<file path="src/rtl/sys_job_seq.sv">
// Job sequencer for the 4-PE systolic array: programs MAX/RUN, starts the array,
// polls run_status until it clears, and shares the iobuf dma_io port with the host.
module sys_job_seq #(
  parameter int unsigned POLL_GAP = 4,
  parameter logic [15:0] TIMEOUT  = 16'hFFFF
) (
  input  logic        clk,
  input  logic        rst_n,
  input  logic        cmd_valid,
  output logic        cmd_ready,
  input  logic [7:0]  cmd_max,
  input  logic [7:0]  cmd_run,
  input  logic        host_we,
  input  logic [13:0] host_wadr,
  input  logic [31:0] host_wdata,
  input  logic        host_re,
  input  logic [13:0] host_radr,
  output logic [31:0] host_rdata,
  output logic        host_wait,
  output logic        dma_io_we,
  output logic [13:0] dma_io_wadr,
  output logic [31:0] dma_io_wdata,
  output logic [13:0] dma_io_radr,
  input  logic [31:0] dma_io_rdata,
  output logic        busy,
  output logic        done,
  output logic        err_timeout,
  input  logic        err_clr
);

  localparam logic [13:0] ADR_STATUS = 14'h3FF8;
  localparam logic [13:0] ADR_MAX    = 14'h3FF9;
  localparam logic [13:0] ADR_RUN    = 14'h3FFA;
  localparam logic [7:0]  GAP_LAST   = 8'(POLL_GAP - 1);

  typedef enum logic [2:0] {
    S_IDLE, S_CHECK, S_WR_MAX, S_WR_RUN, S_WR_START, S_GAP, S_POLL, S_DONE
  } state_t;

  state_t      state_reg, state_next;
  logic [7:0]  max_reg, run_reg;
  logic [15:0] tcnt_reg, tcnt_next;
  logic [7:0]  gcnt_reg, gcnt_next;
  logic        timeout_hit;
  logic        seq_we, seq_rd;
  logic [13:0] seq_wadr;
  logic [31:0] seq_wdata;
  logic        ctl_hit, host_stall;

  always_ff @(posedge clk or negedge rst_n) begin
    if (!rst_n) begin
      state_reg   <= S_IDLE;
      max_reg     <= 8'd0;
      run_reg     <= 8'd0;
      tcnt_reg    <= 16'd0;
      gcnt_reg    <= 8'd0;
      err_timeout <= 1'b0;
    end else begin
      state_reg <= state_next;
      tcnt_reg  <= tcnt_next;
      gcnt_reg  <= gcnt_next;
      if (state_reg == S_IDLE && cmd_valid) begin
        max_reg <= cmd_max;
        run_reg <= cmd_run;
      end
      if (timeout_hit)
        err_timeout <= 1'b1;
      else if (err_clr)
        err_timeout <= 1'b0;
    end
  end

  always_comb begin
    state_next  = state_reg;
    tcnt_next   = tcnt_reg;
    gcnt_next   = gcnt_reg;
    timeout_hit = 1'b0;
    seq_we      = 1'b0;
    seq_rd      = 1'b0;
    seq_wadr    = 14'd0;
    seq_wdata   = 32'd0;
    case (state_reg)
      S_IDLE:  if (cmd_valid) state_next = S_CHECK;
      S_CHECK: begin
        seq_rd = 1'b1;
        if (!dma_io_rdata[0]) state_next = S_WR_MAX;
      end
      S_WR_MAX: begin
        seq_we     = 1'b1;
        seq_wadr   = ADR_MAX;
        seq_wdata  = {24'd0, max_reg};
        state_next = S_WR_RUN;
      end
      S_WR_RUN: begin
        seq_we     = 1'b1;
        seq_wadr   = ADR_RUN;
        seq_wdata  = {24'd0, run_reg};
        state_next = S_WR_START;
      end
      S_WR_START: begin
        seq_we     = 1'b1;
        seq_wadr   = ADR_STATUS;
        seq_wdata  = 32'd1;
        tcnt_next  = 16'd0;
        gcnt_next  = 8'd0;
        state_next = S_GAP;
      end
      S_GAP: begin
        tcnt_next = tcnt_reg + 16'd1;
        if (gcnt_reg == GAP_LAST) begin
          gcnt_next  = 8'd0;
          state_next = S_POLL;
        end else begin
          gcnt_next = gcnt_reg + 8'd1;
        end
      end
      S_POLL: begin
        seq_rd     = 1'b1;
        tcnt_next  = tcnt_reg + 16'd1;
        state_next = dma_io_rdata[0] ? S_GAP : S_DONE;
      end
      S_DONE:  state_next = S_IDLE;
      default: state_next = S_IDLE;
    endcase
    // The counter value reached this cycle ends the job, overriding any poll result.
    if ((state_reg == S_GAP || state_reg == S_POLL) && tcnt_next == TIMEOUT) begin
      timeout_hit = 1'b1;
      state_next  = S_DONE;
    end
  end

  assign cmd_ready = (state_reg == S_IDLE);
  assign busy      = (state_reg != S_IDLE);
  assign done      = (state_reg == S_DONE);

  // Host writes to the control block must not disturb a job in flight.
  assign ctl_hit    = (host_wadr >= ADR_STATUS) && (host_wadr <= ADR_RUN);
  assign host_stall = host_we & busy & ctl_hit;

  assign host_wait    = (seq_we & host_we) | (seq_rd & host_re) | host_stall;
  assign dma_io_we    = seq_we | (host_we & ~host_stall);
  assign dma_io_wadr  = seq_we ? seq_wadr  : host_wadr;
  assign dma_io_wdata = seq_we ? seq_wdata : host_wdata;
  assign dma_io_radr  = seq_rd ? ADR_STATUS : host_radr;
  assign host_rdata   = dma_io_rdata;

endmodule

</file>
<file path="config.mk">
export PLATFORM = sky130hd
export DESIGN_NAME = sys_job_seq
export DESIGN_NICKNAME = d
export VERILOG_FILES = /design/src/rtl/sys_job_seq.sv
export SDC_FILE = /design/constraint.sdc
export NUM_CORES = 1
export LEC_CHECK = 0
export CORE_UTILIZATION = 29
export DETAILED_ROUTE_END_ITERATION = 12
export MAX_ROUTING_LAYER = met4
export PLACE_DENSITY = 0.67
export SYNTH_ARGS = -nofsm -noshare
export SYNTH_HDL_FRONTEND = slang
export SYNTH_SLANG_ARGS = --single-unit
</file>
<file path="constraint.sdc">
create_clock -name clk -period 5.93 [get_ports clk]
set_input_delay 0.8895 -clock clk [delete_from_list [all_inputs] [get_ports clk]]
set_output_delay 0.8895 -clock clk [all_outputs]
set_load 0.01 [all_outputs]
</file>
==> impl_table.tex <==
\begin{tabular}{lr}
\hline
Metric & Value \\
\hline
\multicolumn{2}{l}{\textbf{Synthesis}} \\
Mean instance size in the synthesized netlist & 8.61 sq um \\
FFs w/ async S/R, synth & 100\% \\
Main synth FF type & dfrtp\_1 \\
Largest family of logic cells by synthesized area & simple AND/OR/NAND/NOR gates \\
Multiplexer fraction of the synthesized cell area & 8.62\% \\
List of most frequent post-synthesis cells & dfrtp\_1 (44), buf\_4 (33), and2\_1 (29), nor2\_1 (27), nand2\_1 (21) \\
Portion of synthesized cell area occupied by the leading cell type & between 30\% and 40\% \\
Count of flip-flops with a built-in enable after synthesis & 0 \\
Unique masters post-synth & 53 \\
Cell types with the largest area share after synthesis & dfrtp\_1 (35\%), buf\_4 (7.9\%), and2\_1 (5.8\%) \\
Most frequent cell after synthesis & dfrtp\_1 \\
Sequential fraction of the synthesis area & 35.1\% \\
Warnings, synthesis & 0 \\
Number of register bits inferred by synthesis & 44 \\
Compound-Gate Fraction of Synth Area & 12.9\% \\
Post-synthesis cell type with the largest combined area & dfrtp\_1 \\
Post-Synthesis Net Count & 480 \\
Post-synthesis adder-cell area fraction & 1.12\% \\
Netlist Area Pre-Place & 3130 sq um \\
Gate count after technology mapping & 364 \\
Simple-gate area share of the yosys netlist & 25.8\% \\
Area share of xor/xnor cells in the synthesized design & approximately 3.4\% \\
\multicolumn{2}{l}{\textbf{Die}} \\
Std cell rows & 37 \\
Standard cell core area & 10,400 sq um \\
Starting density of the core & 30.1\% \\
Die footprint & between 10,000 and 15,000 sq um \\
Die outline height & 106 um \\
Die X & 106 um \\
Count of pins on the block boundary & about 210 \\
\multicolumn{2}{l}{\textbf{Clocking}} \\
Number of buffers added by the clock tree synthesis step & 5 \\
Buffers from clock root to sink, at most & 2 \\
Insertion delay of the later-clocked pin in the worst-skew pair & 300 ps \\
Clock tree from TritonCTS & yes \\
Number of clock sinks seen by CTS & 44 \\
Root cell of the clock tree & clkbuf\_8 \\
Clock-pin transition on the worst setup and hold timing paths & about 80 ps \\
Post-CTS Setup Inserts & 0 \\
H-tree depth reported by CTS & 2 \\
Number of buffers inserted for hold repair after clock tree synthesis & 0 \\
Gates resized, CTS repair & 0 \\
\multicolumn{2}{l}{\textbf{Job}} \\
Number of max-capacitance violations reported & 0 \\
\multicolumn{2}{l}{\textbf{Setup path}} \\
Crit-path slowest cell & a21oi\_1 \\
Arrival time at the worst endpoint & between 3000 and 4000 ps \\
Number of cells on the worst reg-to-reg path & 7 \\
Worst EP required & 5040 ps \\
Setup crit start kind & register \\
Register-to-register setup slack & 3350 ps \\
Worst r2r src & state\_reg[1] \\
Type of destination of the critical path & output pin \\
Cell Chain, Critical Path & clkinv\_1 > nand2\_1 > nor2\_1 > a21oi\_1 > o22ai\_1 > or2\_2 > clkdlybuf4s50\_1 \\
Class of the most critical setup path & reg2out \\
Largest fanout of any net on the critical path & 19 \\
Reg-to-Reg End & state\_reg[1] \\
Slowest Stage Delay on Critical Path & 920 ps \\
\multicolumn{2}{l}{\textbf{Cells and area}} \\
Utilization after layout & 43.9\% \\
Post-Layout Inst Area & 4570 sq um \\
Largest register FFs & 16 \\
Number of antenna diodes & 0 \\
Layout area overhead & 45.7\% \\
Final Net Count & 587 \\
Share of final-layout standard cells stronger than drive strength 1 & 7.01\% \\
\multicolumn{2}{l}{\textbf{Run status}} \\
Outcome & finished clean \\
\multicolumn{2}{l}{\textbf{STA}} \\
Min cycle time layout & 4500 ps \\
Final count of pins violating max slew & 0 \\
Transition at the pin with the smallest max-transition slack & 1190 ps \\
Worst setup skew after layout & 8.76 ps \\
Sum of negative setup slack & 0 ps \\
Ratio of final minimum period to clock period & 75.8\% \\
Setup-violating endpoint count in the final report & 0 \\
Timing-limited maximum frequency & 222 MHz \\
Number of endpoints with negative hold slack in the final report & 0 \\
Relative slew slack & 20.8\% \\
RSZ-0062 raised after global routing & no \\
\multicolumn{2}{l}{\textbf{Routing}} \\
First-pass DRT Iterations & 4 \\
Average wire per standard cell & 16.1 um \\
Remaining routing DRC violations & 0 \\
Count of routing violations after the opening detailed-route iteration & 211 \\
Total wirelength of the detailed-routed design & a little under 10 mm \\
Routed Antenna Nets & 0 \\
Total number of vias & 2,971 \\
Via density & between 4 and 5 \\
\multicolumn{2}{l}{\textbf{Global route}} \\
Antenna violations before repair & 0 \\
Global routing usage summed across all routing layers & around 18\% \\
Number of global-route vias before repair & 2,934 \\
GRT Residual Overflow & 0 \\
Pin count of the biggest net entering global routing & 45 \\
First-pass GRT wire length & 15.5 mm \\
\multicolumn{2}{l}{\textbf{Min path}} \\
Worst hold path cell count & 1 \\
Hold WC Path Type & reg2reg \\
Destination of the worst hold path & max\_reg[0] \\
Hold Path Origin & max\_reg[0] \\
\multicolumn{2}{l}{\textbf{Placed design}} \\
Routability congestion estimate from global placement & 0.850 \\
Port buffer count & $\sim$150 \\
DP Area & 4470 sq um \\
Final HPWL from detailed placement & 7.57 mm \\
\multicolumn{2}{l}{\textbf{Pwr}} \\
Static leakage power & about 0.0019 uW \\
Maximum vdd drop & $\sim$0.00024 V \\
Areal power density over the cells & 399 nW/um\^{}2 \\
\hline
\end{tabular}
## layout make-up
type / instances / area, sq um
fill: 1034 / 5850
tap: 136 / 170
timing repair buffer: 152 / 1510
inverter: 18 / 67.6
clock buffer: 7 / 96.3
multi-input combinational: 250 / 1620
sequential: 44 / 1100
## worst max-delay path: cells and delay by family, from the launching register on
kind,cells,cell delay (ps)
AO/OA/AOI/OAI,2,1070
buffers and inverters,2,870
flip-flops,1,750
AND/OR/NAND/NOR,3,620
## cell usage in the layout (no fill, tap or decap), drive strengths merged, types with 2 or more instances in the layout
cell / instances
nor2: 27
a221o: 2
nand2b: 14
or3: 12
and3: 4
and2: 29
o21ai: 18
nand3: 14
nor3: 6
clkdlybuf4s50: 148
xnor2: 8
a31oi: 2
a221oi: 7
mux2: 16
or2: 2
a211oi: 2
o22ai: 3
inv: 17
buf: 4
ha: 2
clkbuf: 7
dfrtp: 44
a21oi: 16
xor2: 4
mux2i: 9
nand2: 21
nand4: 8
nor4: 5
o31ai: 3
## worst max path at each step
stage	start	to	slack, ps	cells past startpoint
2_1_floorplan	host_wadr[2]	dma_io_we	3400	4
3_3_place_gp	state_reg[1]	host_wait	1910	7
3_5_place_dp	state_reg[1]	host_wait	1800	7
4_1_cts	state_reg[1]	host_wait	1450	7
5_1_grt	state_reg[1]	host_wait	1150	7
6_report	state_reg[1]	host_wait	1430	7
## layer usage
metal	GRT usage, %	up-vias	part of all wire (%)
li1	-	1445	-
met5	-	-	0
met4	4.96	0	1.2
met1	25.2	1393	47
met2	25.3	117	45
met3	4.23	16	7.2
## power breakdown
part,internal [uW],leakage [uW],switching (uW)
registers,385,0.000570,123
logic,600,0.00126,515
clock network,104,0.0000503,97.6
## stage by stage
stage / worst slack, ps / cells / hold slack (ps) / power, uW
after detailed placement: 1800 / 600 / 500 / 1630
after global placement: 1910 / 600 / 492 / 1620
after CTS: 1450 / 607 / 519 / 1840
after floorplan: 3400 / 364 / 480 / 1090
final: 1430 / 607 / 513 / 1820
after global routing: 1150 / 607 / 533 / 1960
## kinds of logic after synthesis
group                    after synthesis
AO/OA/AOI/OAI                         62
multiplexers                          25
flip-flops                            44
buffers and inverters                 70
XOR/XNOR                              12
AND/OR/NAND/NOR                      148
adder cells (fa/ha/maj)                3
No activity file was read; power rests on OpenSTA's default activity.
==> edit 1 (same flow settings) <==
Reset style: synchronous (`rst_n`), changed in one clocked block.
--- a/src/rtl/sys_job_seq.sv
+++ b/src/rtl/sys_job_seq.sv
@@ -49,3 +49,3 @@
 
-  always_ff @(posedge clk or negedge rst_n) begin
+  always_ff @(posedge clk) begin
     if (!rst_n) begin
Behaviour: differs if rst_n is asserted again (counterexample within 4 cycles, from zero or initial values and one cycle with rst_n low); with rst_n held inactive, the same outputs for 10 cycles.
==> edit 1 against the unedited design <==
Area after synthesis fell by 3.1%. Fmax increased by 0.77%. Worst setup slack improved by 0.034 ns. Sequential cell count unchanged. Die area shrank 3.0%. Global-route usage is 0.079 points higher. Non-clock buffer count unchanged. Wire length fell by 0.53%. Cell area down 1.4%.
Power is not compared: it rests on default switching activity, and its combinational part moved more than twofold at a synthesized area within 25%.
==> edit 1: results (changes against the unedited design) <==
min_path:
  hp-start: "run_reg[3]"  # was max_reg[0]
  hp-class: "flop to flop"  # unchanged
outcome:
  outcome: "finished clean"  # unchanged
logic_synthesis:
  yosysSeqAreaShare_pct: 29.0  # was 35.1%
  synthDistinctLibCells: 47  # was 53
  syn_inst: 409  # was 364
  yosys_warnings: 0  # unchanged
  ys_top_cells_by_count: "57 x nand2_1, 44 x dfxtp_1, 32 x and2_1, 32 x buf_4, 26 x nor2_1"  # was 44 x dfrtp_1, 33 x buf_4, 29 x and2_1
  synth_area_leaders: "dfxtp_1 29%, buf_4 7.9%, nand2_1 7.0%"  # was dfrtp_1 35%, buf_4 7.9%, and2_1 5.8%
  ys_async_sr_fraction_pct: 0  # was 100%
  synth_nets: 525  # was 480
clock_network:
  clock_latency_ns: 0.31
  cts_max_level: 2  # unchanged
  cts_made_buffers: 5  # unchanged
  cts_setup_buffers: 0  # unchanged
  cts_buffer_depth: 2  # unchanged
  post_cts_resize_count: 0  # unchanged
setup_path:
  r2r-start: "state_reg[2]"  # was state_reg[1]
  startpoint: "state_reg[1]"  # unchanged
  cp_max_fo: 29  # was 19
  max_stage_delay_ns: 1.00  # was 0.92 ns
  critPathArrivalTime_ns: 3.57  # was 3.61 ns
  slowest_stage: "nor2_1"  # was a21oi_1
final_layout:
  drive_above_1_share_pct: 2.94  # was 7.01%
  n_all_buffers: 152  # unchanged
  seqCellArea_um2: 881  # was 1100 um2
  multi_input_cells: 295  # was 250
  antennaDiodeCount: 0  # unchanged
  final-clk-cell-share_pct: 2.86  # was 2.11%
  n_all_inverters: 13  # was 18
  multi_input_area_share_pct: 39.2  # was 35.6%
  fillerInstances: 965  # was 1,034
  final_net_count: 627  # was 587
  seq_share_pct: 19.6  # was 24.1%
  buffer_area_share_pct: 33.6  # was 33.0%
global_routing:
  grt_pass1_wl_mm: 15.3  # was 15.5 mm
  track_usage_pct: 17.9  # was 17.8%
  grt_max_degree: 30  # was 45
  grt_pass1_vias: 2951  # was 2,934
place:
  hpwl_mm: 7.53  # was 7.57 mm
  dp_slack_ns: 1.90  # was 1.80 ns
  placed_area_um2: 4370  # was 4470 um2
  dp_cells: 637  # was 600
  gp_congestion: 0.851  # was 0.850
route:
  drtIter0Drc: 174  # was 211
  drt-wirelength-per-cell_um: 15.1  # was 16.1 um
  vias: 3066  # was 2,971
  avgViaCountPerCell: 4.76  # was 4.89
timing:
  max_slew_margin_pct: 18.9  # was 20.8%
  fin_skew_ns: 0.00937  # was 0.00876 ns
floorplanning:
  dieArea_um2: 10900  # was 11,200 um2
pwr:
  switching_share_pct: 27.1
edit 1: changes by cell type after synthesis, sizes merged, moves of 5 or more:
cell | before | now
dfrtp | 44 | 0
dfxtp | 0 | 44
o21ai | 18 | 13
xor2 | 4 | 11
mux2 | 16 | 0
a21boi | 1 | 20
nand2 | 21 | 57
nor2b | 1 | 7
edit 1: power groups by stage:
| stage | combinational (mW) | clock (mW) | sequential [mW] |
|---|---|---|---|
| final | 0.288 | 0.271 | 0.315 |
| after global routing | 0.306 | 0.289 | 0.317 |
| after floorplan | 0.144 | 0 | 0.316 |
| after CTS | 0.289 | 0.276 | 0.315 |
| after global placement | 0.286 | 0 | 0.321 |
| after detailed placement | 0.287 | 0 | 0.322 |
edit 1: metal layers:
layer	vias to the layer above	wire length, um	track usage (%)
met5	-	0	-
li1	1564	-	-
met4	0	129	5.20
met3	19	521	2.69
met1	1389	4710	24.7
met2	94	4350	26.9
edit 1: critical path: cells and delay by family, from the launching register on:
family | cells | cell delay, ns
AND/OR/NAND/NOR | 3 | 1.67
buffers and inverters | 1 | 0.48
AO/OA/AOI/OAI | 1 | 0.18
flip-flops | 1 | 0.93
edit 1: final timing paths:
kind / to / cells after the start / slack (ns)
setup / recovery: host_wait / 5 / 1.47
hold reg to reg: run_reg[3] / 2 / 0.47
setup reg to reg: state_reg[0] / 5 / 3.41
hold / removal: run_reg[3] / 2 / 0.47
edit 1: logic make-up (layout without fill, tap and decap cells):
logic type | Yosys count | after routing | share of synthesized area (%)
xor gates and xnor gates | 15 | 15 | 4.32
and+or+nand+nor | 195 | 195 | 33.6
DFF | 44 | 44 | 29.0
muxes | 8 | 8 | 2.64
adders and majority gates | 3 | 3 | 1.15
buffers and inverters | 70 | 172 | 12.9
AOI/OAI and AO/OA | 74 | 74 | 16.4
==> edit 2 (same flow settings) <==
Made on the original files. `TIMEOUT`: 16'hFFFF -> 16'h8000.
--- a/src/rtl/sys_job_seq.sv
+++ b/src/rtl/sys_job_seq.sv
@@ -4,3 +4,3 @@
   parameter int unsigned POLL_GAP = 4,
-  parameter logic [15:0] TIMEOUT  = 16'hFFFF
+  parameter logic [15:0] TIMEOUT  = 16'h8000
 ) (
Function: no difference found for any inputs over 10 cycles, from zero or initial values and one cycle with rst_n low; that may be too few to reach the edited logic, so the function may still have changed.
==> edit 2 against the unedited design <==
First-iteration DRC count down 33%. Cell area up 1.2%. Non-clock buffer count up 1. Worst setup slack worse by 0.12 ns. Wire length down 2.1%. Total power up 1.9%. Register-to-register slack worse by 0.13 ns. Cell count down 0.66%. Area after synthesis up 0.48%. Sequential cell count unchanged. Synthesized cell count down 1.9%. Worst hold slack about the same.
==> edit 2: results (changes against the unedited design) <==
clock_network:
  post_cts_resize_count: 0  # unchanged
  cts_setup_buffers: 0  # unchanged
  clk_pin_slew_worst_paths_ns: 0.08  # about the same
  cts_made_buffers: 5  # unchanged
  clock-root-buffer: "clkbuf_8"  # unchanged
  cts_max_level: 2  # unchanged
  cts_buffer_depth: 2  # unchanged
  clock_latency_ns: 0.29
global_routing:
  grt_max_degree: 45  # unchanged
  antenna_found_initial: 0  # unchanged
  use_met2_pct: 25.7  # was 25.3%
  met3_usage_pct: 5.03  # was 4.23%
  grtUsageMet1_pct: 24.5  # was 25.2%
  grt_pass1_wl_mm: 15.4  # was 15.5 mm
  grt_pass1_vias: 3023  # was 2,934
  track_usage_pct: 17.6  # was 17.8%
place:
  port_buffers: 149  # unchanged
  gp_congestion: 0.810  # was 0.850
  hpwl_mm: 7.38  # was 7.57 mm
  placed_area_um2: 4510  # was 4470 um2
  dp_slack_ns: 1.62  # was 1.80 ns
final_layout:
  largest_reg_flops: 16  # unchanged
  antennaDiodeCount: 0  # unchanged
  drive_above_1_share_pct: 8.35  # was 7.01%
  final_net_count: 582  # was 587
logic_synthesis:
  synth_nets: 473  # was 480
  synth_area_leaders: "dfrtp_1 35%, buf_4 7.9%, mux2_2 6.1%"  # was dfrtp_1 35%, buf_4 7.9%, and2_1 5.8%
  yosys_warnings: 0  # unchanged
  synthDistinctLibCells: 52  # was 53
  ys_async_sr_fraction_pct: 100  # unchanged
  yosysSeqAreaShare_pct: 35.0  # was 35.1%
  ys_top_cells_by_count: "44 x dfrtp_1, 33 x buf_4, 30 x and2_1"  # was 44 x dfrtp_1, 33 x buf_4, 29 x and2_1
setup_path:
  cp_max_fo: 27  # was 19
  startpoint: "state_reg[1]"  # unchanged
  r2r-start: "state_reg[0]"  # was state_reg[1]
timing:
  finalMaxSlewViolations: 0  # unchanged
  max_slew_margin_pct: 24.8  # was 20.8%
  fin_skew_ns: 0.00245  # was 0.00876 ns
min_path:
  hp-class: "flop to flop"  # unchanged
  hp-start: "max_reg[6]"  # was max_reg[0]
route:
  avgViaCountPerCell: 4.83  # was 4.89
  wirelength_mm: 9.56  # was 9.76 mm
  drtPass1Iterations: 4  # unchanged
  drtIter0Drc: 142  # was 211
run:
  maxCapViolCount: 0  # unchanged
pwr:
  ir_drop_uv: 257  # was 242 uV
  leakagePower_nw: 1.90  # was 1.88 nW
outcome:
  outcome: "finished clean"  # unchanged
==> edit 2: changes by cell type in the layout (fill, tap and decap cells not counted), moves of 2 or more <==
cell / change
a22oi_1: +2
or3_1: +3
clkbuf_8: -2
nand2_1: -2
nand3_1: -8
xor2_1: +2
nor2_1: -4
nor3_1: -3
nor2b_1: +2
o21ai_0: +2
nor4_1: -3
==> edit 2: final cells by class <==
cell class | count | area [um2]
Clock buffer | 6 | 72.6
Clock inverter | 2 | 35.0
Fill cell | 1020 | 5800
Inverter | 18 | 67.6
Multi-Input combinational cell | 244 | 1660
Sequential cell | 44 | 1100
Tap cell | 136 | 170
Timing Repair Buffer | 153 | 1520
==> edit 2: kinds of logic after synthesis <==
family / Yosys count / share of synthesized area, %
flops: 44 / 35.0
simple gates: 137 / 24.8
mux: 25 / 8.62
xor+xnor: 14 / 3.89
compound gates: 65 / 14.2
fa+ha+maj: 3 / 1.11
buf+inv: 69 / 12.4
==> edit 2: where the power goes <==
part | leakage, nW | switching, mW | internal [mW]
registers | 0.568 | 0.130 | 0.387
logic | 1.27 | 0.495 | 0.620
clock network | 0.0552 | 0.103 | 0.125
total | 1.90 | 0.728 | 1.13
==> edit 2: stage by stage <==
step	util, %	cells
after floorplan	-	357
after global placement	43.3	595
after detailed placement	43.3	595
after CTS	44.4	603
after global routing	44.4	603
final	44.4	603
==> edit 2: metal layers <==
metal,vias up,part of all wire [%]
li1,1429,-
met1,1347,47
met2,125,43
met3,9,8.2
met4,0,1.0
met5,-,0
==> edit 2: worst max-delay path: stages, from the launching register on <==
cell and delay [ns]:
dfrtp_1 0.86, nand2b_1 0.42, nor2_2 0.05, buf_4 0.25, nor2_1 0.88, o22ai_1 0.18, or2_2 0.32, clkdlybuf4s50_1 0.47
==> edit 2: worst paths after layout <==
kind | end | slack, ns | depth (start not counted)
max | host_wait | 1.31 | 7
min | max_reg[6] | 0.51 | 1
max reg2reg | state_reg[1] | 3.22 | 6
min reg2reg | max_reg[6] | 0.51 | 1
max in group asynchronous | max_reg[2] | 4.54 | 1
min in group asynchronous | gcnt_reg[3] | 0.77 | 1
